**src/rtl/mix_pkg.sv**
```systemverilog
// -----------------------------------------------------------------------------
// mix_pkg
//   Constants shared by the MIX arithmetic units (mul, div) and the ALU decode.
//   WORD_W   : magnitude width of one MIX word
//   SIGN_BIT : bit index of the sign in a full MIX word (1 = minus)
//   CMD_DIV  : command code of the DIV instruction
// -----------------------------------------------------------------------------
package mix_pkg;

    localparam int WORD_W   = 30;
    localparam int SIGN_BIT = WORD_W;
    localparam int CMD_DIV  = 4;

endpackage

```
**src/rtl/div_if.sv**
```systemverilog
// -----------------------------------------------------------------------------
// div_if
//   Start/stop pulse handshake and operand/result bus of the MIX divider.
//   start    : single-cycle request, operands valid in the same cycle
//   a        : rA, bit W = sign, low W bits = high half of dividend magnitude
//   x        : rX magnitude, low half of the dividend
//   v        : divisor, bit W = sign, low W bits = magnitude
//   stop     : single-cycle completion pulse
//   quot/rem : sign-magnitude quotient and remainder
//   overflow : quotient does not fit, or divide by zero
//   master drives the request side, slave (the divider) drives the results.
// -----------------------------------------------------------------------------
interface div_if #(
    parameter int W = mix_pkg::WORD_W
);

    logic         start;
    logic [W:0]   a;
    logic [W-1:0] x;
    logic [W:0]   v;
    logic         stop;
    logic [W:0]   quot;
    logic [W:0]   rem;
    logic         overflow;

    modport master (
        output start, a, x, v,
        input  stop, quot, rem, overflow
    );

    modport slave (
        input  start, a, x, v,
        output stop, quot, rem, overflow
    );

endinterface

```
**src/rtl/div_step.sv**
```systemverilog
// -----------------------------------------------------------------------------
// div_step
//   One combinational restoring-division step.
//   i_r     : partial remainder (W bits, always below the divisor on entry)
//   i_q_msb : dividend bit shifted into the remainder this step
//   i_d     : divisor magnitude
//   o_r     : new partial remainder
//   o_qbit  : quotient bit produced by this step
// -----------------------------------------------------------------------------
module div_step #(
    parameter int W = 30
) (
    input  logic [W-1:0] i_r,
    input  logic         i_q_msb,
    input  logic [W-1:0] i_d,
    output logic [W:0]   o_r,
    output logic         o_qbit
);

    logic [W:0] w_shift;
    logic [W:0] w_diff;

    // Shifted remainder is below 2*D, so W+1 bits always hold it.
    always_comb begin
        w_shift = {i_r, i_q_msb};
        w_diff  = w_shift - {1'b0, i_d};
        o_qbit  = (w_shift >= {1'b0, i_d});
        o_r     = o_qbit ? w_diff : w_shift;
    end

endmodule

```
**src/rtl/div.sv**
```systemverilog
// -----------------------------------------------------------------------------
// div
//   Sequential sign-magnitude divider for MIX DIV. Divides the 2W-bit magnitude
//   rA:rX by a W-bit divisor magnitude, one quotient bit per cycle.
//   clk   : clock, rising edge
//   rst_n : asynchronous active-low reset
//   bus   : div_if.slave (start/a/x/v in, stop/quot/rem/overflow out)
//   Latency: stop after edge 2 (overflow) or edge W+2 (normal), counting the
//   start-sampling edge as edge 1. A start while busy is dropped.
// -----------------------------------------------------------------------------
module div
    import mix_pkg::*;
#(
    parameter int W = WORD_W
) (
    input  logic clk,
    input  logic rst_n,
    div_if.slave bus
);

    typedef enum logic [1:0] {S_IDLE, S_CHECK, S_RUN} state_t;

    localparam int               CNT_W = $clog2(W + 1);
    localparam logic [CNT_W-1:0] LAST  = CNT_W'(W - 1);

    state_t           r_state, w_state_nxt;
    logic [CNT_W-1:0] r_cnt, w_cnt_nxt;

    // Datapath operands: loaded on start, never reset.
    logic [W:0]   r_racc;
    logic [W-1:0] r_q;
    logic [W-1:0] r_d;
    logic         r_sa;
    logic         r_sv;

    logic         r_stop;
    logic         r_ovf;
    logic [W:0]   r_quot;
    logic [W:0]   r_rem;

    logic [W:0]   w_r_step;
    logic         w_qbit;
    logic         w_load;
    logic         w_ovf_hit;
    logic         w_run_done;
    logic         w_stop_nxt;
    logic         w_ovf_nxt;
    logic [W:0]   w_quot_nxt;
    logic [W:0]   w_rem_nxt;

    div_step #(.W(W)) u_step (
        .i_r     (r_racc[W-1:0]),
        .i_q_msb (r_q[W-1]),
        .i_d     (r_d),
        .o_r     (w_r_step),
        .o_qbit  (w_qbit)
    );

    // High dividend half >= divisor means the quotient needs more than W bits;
    // this also catches a zero divisor.
    assign w_ovf_hit  = (r_state == S_CHECK) && (r_racc >= {1'b0, r_d});
    assign w_run_done = (r_state == S_RUN) && (r_cnt == LAST);
    assign w_load     = (r_state == S_IDLE) && bus.start;

    // State register and registered outputs
    always_ff @(posedge clk or negedge rst_n) begin
        if (!rst_n) begin
            r_state <= S_IDLE;
            r_cnt   <= '0;
            r_stop  <= 1'b0;
            r_ovf   <= 1'b0;
            r_quot  <= '0;
            r_rem   <= '0;
        end else begin
            r_state <= w_state_nxt;
            r_cnt   <= w_cnt_nxt;
            r_stop  <= w_stop_nxt;
            r_ovf   <= w_ovf_nxt;
            r_quot  <= w_quot_nxt;
            r_rem   <= w_rem_nxt;
        end
    end

    // Next-state logic
    always_comb begin
        w_state_nxt = r_state;
        w_cnt_nxt   = r_cnt;
        case (r_state)
            S_IDLE: begin
                if (bus.start) begin
                    w_state_nxt = S_CHECK;
                end
            end
            S_CHECK: begin
                w_cnt_nxt   = '0;
                w_state_nxt = w_ovf_hit ? S_IDLE : S_RUN;
            end
            S_RUN: begin
                w_cnt_nxt = r_cnt + CNT_W'(1);
                if (w_run_done) begin
                    w_state_nxt = S_IDLE;
                end
            end
            default: w_state_nxt = S_IDLE;
        endcase
    end

    // Output logic: results only move on a completion
    always_comb begin
        w_stop_nxt = 1'b0;
        w_ovf_nxt  = r_ovf;
        w_quot_nxt = r_quot;
        w_rem_nxt  = r_rem;
        if (w_ovf_hit) begin
            w_stop_nxt = 1'b1;
            w_ovf_nxt  = 1'b1;
            w_quot_nxt = '0;
            w_rem_nxt  = '0;
        end else if (w_run_done) begin
            // Signs come straight from the sign bits, so -0 stays -0.
            w_stop_nxt = 1'b1;
            w_ovf_nxt  = 1'b0;
            w_quot_nxt = {r_sa ^ r_sv, r_q[W-2:0], w_qbit};
            w_rem_nxt  = {r_sa, w_r_step[W-1:0]};
        end
    end

    // Datapath registers
    always_ff @(posedge clk) begin
        if (w_load) begin
            r_racc <= {1'b0, bus.a[W-1:0]};
            r_q    <= bus.x;
            r_d    <= bus.v[W-1:0];
            r_sa   <= bus.a[W];
            r_sv   <= bus.v[W];
        end else if (r_state == S_RUN) begin
            r_racc <= w_r_step;
            r_q    <= {r_q[W-2:0], w_qbit};
        end
    end

    assign bus.stop     = r_stop;
    assign bus.overflow = r_ovf;
    assign bus.quot     = r_quot;
    assign bus.rem      = r_rem;

endmodule
```
**src/flat_wrapper.sv**
```systemverilog
// flat-port wrapper written by rule: the top's interface ports become plain ports
module div_flat import mix_pkg::*;
#(
    parameter int W = WORD_W
)
  (clk, rst_n, bus_start, bus_a, bus_x, bus_v, bus_stop, bus_quot, bus_rem, bus_overflow);
  div_if #(.W(W)) bus_i ();
  input  logic clk;
  input  logic rst_n;
  input wire logic [$bits(bus_i.start)-1:0] bus_start;
  input wire logic [$bits(bus_i.a)-1:0] bus_a;
  input wire logic [$bits(bus_i.x)-1:0] bus_x;
  input wire logic [$bits(bus_i.v)-1:0] bus_v;
  output wire logic [$bits(bus_i.stop)-1:0] bus_stop;
  output wire logic [$bits(bus_i.quot)-1:0] bus_quot;
  output wire logic [$bits(bus_i.rem)-1:0] bus_rem;
  output wire logic [$bits(bus_i.overflow)-1:0] bus_overflow;
  assign bus_i.start = bus_start;
  assign bus_i.a = bus_a;
  assign bus_i.x = bus_x;
  assign bus_i.v = bus_v;
  assign bus_stop = bus_i.stop;
  assign bus_quot = bus_i.quot;
  assign bus_rem = bus_i.rem;
  assign bus_overflow = bus_i.overflow;
  div #(.W(W)) u_core (.clk(clk), .rst_n(rst_n), .bus(bus_i));
endmodule
```
**config.mk**
```make
export PLATFORM = sky130hd
export DESIGN_NAME = div_flat
export DESIGN_NICKNAME = d
export VERILOG_FILES = /design/src/rtl/mix_pkg.sv /design/src/rtl/div_if.sv /design/src/rtl/div_step.sv /design/src/rtl/div.sv /design/src/flat_wrapper.sv
export SDC_FILE = /design/constraint.sdc
export NUM_CORES = 1
export LEC_CHECK = 0
export CORE_UTILIZATION = 58
export CTS_CLUSTER_DIAMETER = 80
export CTS_CLUSTER_SIZE = 30
export DETAILED_ROUTE_END_ITERATION = 12
export HOLD_SLACK_MARGIN = 0.02
export PLACE_DENSITY = 0.95
export SYNTH_ARGS = -nofsm -noshare
export SYNTH_HDL_FRONTEND = slang
export SYNTH_SLANG_ARGS = --single-unit
export TNS_END_PERCENT = 5
```
**constraint.sdc**
```tcl
create_clock -name clk -period 4.7 [get_ports clk]
set_input_delay 0.94 -clock clk [delete_from_list [all_inputs] [get_ports clk]]
set_output_delay 0.94 -clock clk [all_outputs]
set_load 0.01 [all_outputs]
```
Yosys cells after proc, flatten, opt, wreduce, memory -nomap -nowiden

Cells that the tools add are included.

Add/subtract/negate cells: 2
Magnitude comparators: 2
Eq/ne operators: 5
Multiplexer cells: 18
Bitwise logic cells: 1
Reductions and logical operators: 8

Operators by type and width:

| operator              | number |
|---|---|
| $mux W31              | 5 |
| $mux W30              | 4 |
| $ge A31 B30 Y1        | 2 |
| $sub A31 B30 Y31      | 1 |
| $pmux W5 S2           | 1 |
| $mux W2               | 3 |
| $pmux W2 S3           | 1 |
| $reduce_bool A2 Y1    | 3 |
| $add A5 B1 Y5 const B | 1 |
| $eq A5 B5 Y1 const B  | 1 |
| $mux W1               | 4 |
| $logic_and A1 B1 Y1   | 3 |
| $eq A2 B1 Y1 const B  | 1 |
| $eq A2 B2 Y1 const B  | 1 |
| $logic_not A2 Y1      | 1 |
| $ne A2 B1 Y1 const B  | 1 |
| $ne A2 B2 Y1 const B  | 1 |
| $reduce_and A2 Y1     | 1 |
| $xor A1 B1 Y1         | 1 |

Register bits after elaboration: 164
Output and inout bits: 64
Logic and storage cells: 48

Logic depth before layout (Yosys ltp)

Word-level depth: 4
Mapped depth: 14
Depth with buffers taken out: 12

Hierarchy

From an unflattened synthesis, not the netlist that was laid out.

Cells, all modules: 875
Area total of the unflattened synthesis: 9854.5 um^2

By module, submodules not included:

| module   | instances | cells an instance | area an instance (um^2) | seq. area each (um^2) |
|---|---|---|---|---|
| div      | 1         | 542               | 7694.9                  | 4559.4 |
| div_step | 1         | 333               | 2159.6                  | 0.0 |

Worst setup path after synthesis

No wires, ideal clock.

Path kind: input to register
Start: input bus_start
End: register u_core.r_q[0], enable pin
Library setup time: 663 ps
Data arrival time: 2604 ps
Required time: 4037 ps
Setup slack: 1433 ps
Stages: 4
Path buffers: 2
Cells stage by stage: nand2_1 clkbuf_1 clkbuf_1 nand2_1

Cells in the longest elaborated chain, start to end: 2

RTL lines:

| item                                | line               | text |
|---|---|---|
| from (decl)                         | flat_wrapper.sv:10 | `input wire logic [$bits(bus_i.start)-1:0] bus_start;` |
| $logic_and A1 B1 Y1                 | div.sv:63          | `assign w_load = (r_state == S_IDLE) && bus.start;` |
| $reduce_bool A2 Y1 (no source line) | --                 |  |
| to (signal assigned)                | div.sv:132         | `r_q <= bus.x;` |
| to (signal assigned)                | div.sv:138         | `r_q <= {r_q[W-2:0], w_qbit};` |
| to (decl)                           | div.sv:31          | `logic [W-1:0] r_q;` |

Every way passes these cells.
A chain may end at the register's enable or synchronous reset.

Worst setup path in the final report

Start: register u_core.r_racc[16]
End: register u_core.r_rem[6], in the netlist u_core.bus.rem[6]

Cells in the longest elaborated chain, start to end: 4
Elaborated cells between the ends (all ways): 7
Classes of those cells: order compare: 2; mux: 3; reduce/logical: 2

RTL lines:

| item                   | line           | text |
|---|---|---|
| from (decl)            | div.sv:30      | `logic [W:0] r_racc;` |
| from (signal assigned) | div.sv:131     | `r_racc <= {1'b0, bus.a[W-1:0]};` |
| from (signal assigned) | div.sv:137     | `r_racc <= w_r_step;` |
| $ge A31 B30 Y1         | div_step.sv:27 | `o_qbit = (w_shift >= {1'b0, i_d});` |
| $mux W31               | div_step.sv:28 | `o_r = o_qbit ? w_diff : w_shift;` |
| $mux W31               | div.sv:119     | `end else if (w_run_done) begin` |
| $mux W31               | div.sv:114     | `if (w_ovf_hit) begin` |
| to (signal assigned)   | div.sv:80      | `r_rem <= w_rem_nxt;` |
| to (decl)              | div.sv:39      | `logic [W:0] r_rem;` |

Several ways; a longest one is shown, not always the timed one. The select of a mux whose other input is x is not followed.

==> impl_metrics.json <==
{
  "status": "finished clean",
  "rsz0062_at_grt": "false",
  "fin_worst_skew_ps": 16.5,
  "antenna_found_initial": 0,
  "critPathMaxFanout": 39,
  "p_sw_share_pct": 42.8,
  "maxSlewHeadroom_pct": 35.8,
  "clk_path_buf_depth": 2,
  "end_kind": "register",
  "async_flop_share_pct": 43.3,
  "cts_resized": 0,
  "power_frac_comb_pct": 50.1,
  "yosysSeqAreaShare_pct": 49.5,
  "gr-total-overflow": 0,
  "critPathBufInv": 1,
  "dieHeight_um": 128,
  "crit_required_ps": 5030,
  "yosysMostFrequentCell": "a21oi_1",
  "synth_largest_area_cell": "edfxtp_1",
  "setup_viol": 0,
  "met2_usage_pct": 52.0,
  "internal_power_w": 0.00425,
  "cts_made_buffers": 17,
  "grt_max_degree": 72,
  "drc": 0,
  "start_kind": "register",
  "yosysWarnings": 0,
  "ant_nets": 0,
  "ir_drop_v": 0.000370,
  "hold_path.class": "reg2reg",
  "drive_gt1_share_pct": 8.60,
  "reg2reg_from": "u_core.r_racc[16]",
  "ioPinCount": 159,
  "cts_tree": "done",
  "dp_hpwl_mm": 16.8,
  "placement.io_buffers": 158,
  "start_util_pct": 59.9,
  "power.density_nw_per_um2": 647,
  "vias": 7692,
  "ys_seq_elements": 164,
  "grtUsageMet3_pct": 8.56,
  "synth.distinct_cells": 65,
  "routed_wl_mm": 24.8,
  "finalNetCount": 1195,
  "dpl-instance-area_um2": 10900,
  "gp_congestion": 0.897,
  "final_area_um2": 11500,
  "max_freq_ghz": 0.266,
  "tightest_slew_ps": 962,
  "rows": 45,
  "yosys_most_used_dff": "edfxtp_1",
  "utilization_pct": 74.7,
  "avgRoutedWirePerCell_um": 19.7,
  "dr.pass1.iters": 7,
  "regToRegSetupSlack_ps": 940,
  "grt_util_met1_pct": 38.8,
  "switching_power_w": 0.00318,
  "clkSinkCount": 164,
  "synth-edff-count": 92,
  "cts_max_level": 4,
  "cp_top_family": "compound AO/OA/AOI/OAI gates",
  "avgSynthCellArea_um2": 10.3,
  "track_usage_pct": 31.4,
  "die_area_um2": 16400,
  "dieWidth_um": 128,
  "r2r-end": "u_core.bus.rem[6]",
  "total_power_w": 0.00744,
  "cp_common_cell": "a21o_1",
  "drt-initial-drc-count": 681,
  "grt_pass1_wl_mm": 39.2,
  "arrival_ps": 4090,
  "grt_pass1_vias": 7751,
  "final_max_slew_viol_count": 0,
  "p_seq_share_pct": 31.0,
  "min_period_ps": 3760,
  "critPathSlowestCell": "a2111oi_0",
  "clkPwrFrac_pct": 18.9,
  "hold_viol_final": 0,
  "synth_fp_nets": 1059,
  "holdPathStages": 2,
  "synth_cells": 897,
  "hp-start": "u_core.bus.quot[3]",
  "path_cells": "ha_1, a21o_1, a21o_1, a21oi_1, nor2_1, a2111oi_0, o21ai_1, a2111oi_2, nor2b_4, buf_4, a211oi_1",
  "synthToLayoutAreaGrowth_pct": 24.8,
  "p_leak_nw": 4.68,
  "n_antenna_cell": 0,
  "finalCritPeriodShare_pct": 80.0,
  "min_to": "u_core.bus.quot[3]",
  "busiest_layer": "met2",
  "syn_area_um2": 9200,
  "synth_common_cells": "a21oi_1, nor2_1, nand2_1",
  "synth_top_cell_area_share_pct": 30.0,
  "clkTransAtPathRegs_ps": 70,
  "postCtsHoldBufs": 0,
  "postCtsSetupRepairBufs": 0,
  "setup.worst_path.class": "reg2reg",
  "core_um2": 15400,
  "tns_ps": 0,
  "viasPerCell": 6.12,
  "ff2ff_path_depth": 11,
  "max_cap_violations": 0,
  "root_buffer": "clkbuf_16",
  "synthTopCellsByArea": "edfxtp_1, dfrtp_1, ha_1",
  "clkLatencyLatePin_ps": 450,
  "max_stage_delay_ps": 720
}
layout make-up:
class | count | area, um2
flip-flops and latches | 164 | 4560
multi-input cells | 636 | 4190
fillers | 944 | 3890
repair buffers | 167 | 1700
clock buffers | 18 | 439
well taps | 211 | 264
inverters | 47 | 176
clock inverters | 14 | 155
sequential cells by signal (all words and copies together), names as in the netlist:
register             flops
u_core.bus.overflow      1
u_core.bus.quot         31
u_core.bus.rem          31
u_core.bus.stop          1
u_core.r_cnt             5
u_core.r_d              30
u_core.r_q              30
u_core.r_racc           31
u_core.r_sa              1
u_core.r_state           2
u_core.r_sv              1
worst max-delay path by stage:
stage                           start                end  slack [ps]  cells after the start
finish              u_core.r_racc[16]  u_core.bus.rem[6]         940                     11
CTS                 u_core.r_racc[16]  u_core.bus.rem[6]        1040                     11
detailed placement  u_core.r_racc[16]  u_core.bus.rem[6]        1020                     11
global placement     u_core.r_racc[8]  u_core.r_racc[16]        1200                     10
floorplan                   bus_start      u_core.r_q[0]        1430                      4
global route           u_core.r_d[12]   u_core.r_racc[7]         820                     12
power by group through the flow:
stage | sequential (W) | clock [W] | combinational, W
floorplan | 0.00224 | 0 | 0.00275
global route | 0.00234 | 0.00146 | 0.00405
detailed placement | 0.00231 | 0 | 0.00357
global placement | 0.00229 | 0 | 0.00345
finish | 0.00231 | 0.00140 | 0.00373
CTS | 0.00229 | 0.00140 | 0.00365
cells by family after synthesis:
logic type	after synthesis	share of synthesized area [%]
AND/OR/NAND/NOR	269	12.9
multiplexers	37	4.43
AO/OA/AOI/OAI	236	16.3
XOR/XNOR	27	2.57
flip-flops	164	49.5
adder cells (fa/ha/maj)	67	9.19
buffers and inverters	97	5.11
worst min-delay path: stages (launching register included):
cell     delay (ps)
dfrtp_1         380
nand2_1          60
a21oi_1          50
cells in the final DEF, fill, tap and decap left out, types with 11 or more instances in the layout:
cell type and n:
nand2b_1 11, clkbuf_16 17, nand4_1 11, nor2_1 99, inv_1 46, a31oi_1 13, clkdlybuf4s50_1 157, nand2_1 95
a211oi_1 26, nand3_1 12, edfxtp_1 92, a21oi_1 107, a21o_1 14, xor2_1 20, o21ai_0 25, mux2_2 30
dfrtp_1 71, ha_1 66
per-stage QoR:
| stage | cells | setup WS [ps] | hold slack [ps] |
|---|---|---|---|
| 2_1_floorplan | 897 | 1430 | 503 |
| 3_3_place_gp | 1225 | 1200 | 482 |
| 3_5_place_dp | 1225 | 1020 | 488 |
| 4_1_cts | 1257 | 1040 | 516 |
| 5_1_grt | 1257 | 818 | 529 |
| 6_report | 1257 | 942 | 528 |
metal layers:
layer	vias to the layer above	routed length [um]
met5	-	0
met3	65	2190
met4	0	735
met1	3696	9900
met2	436	12000
li1	3495	-
(Power assumes the default switching activity.)
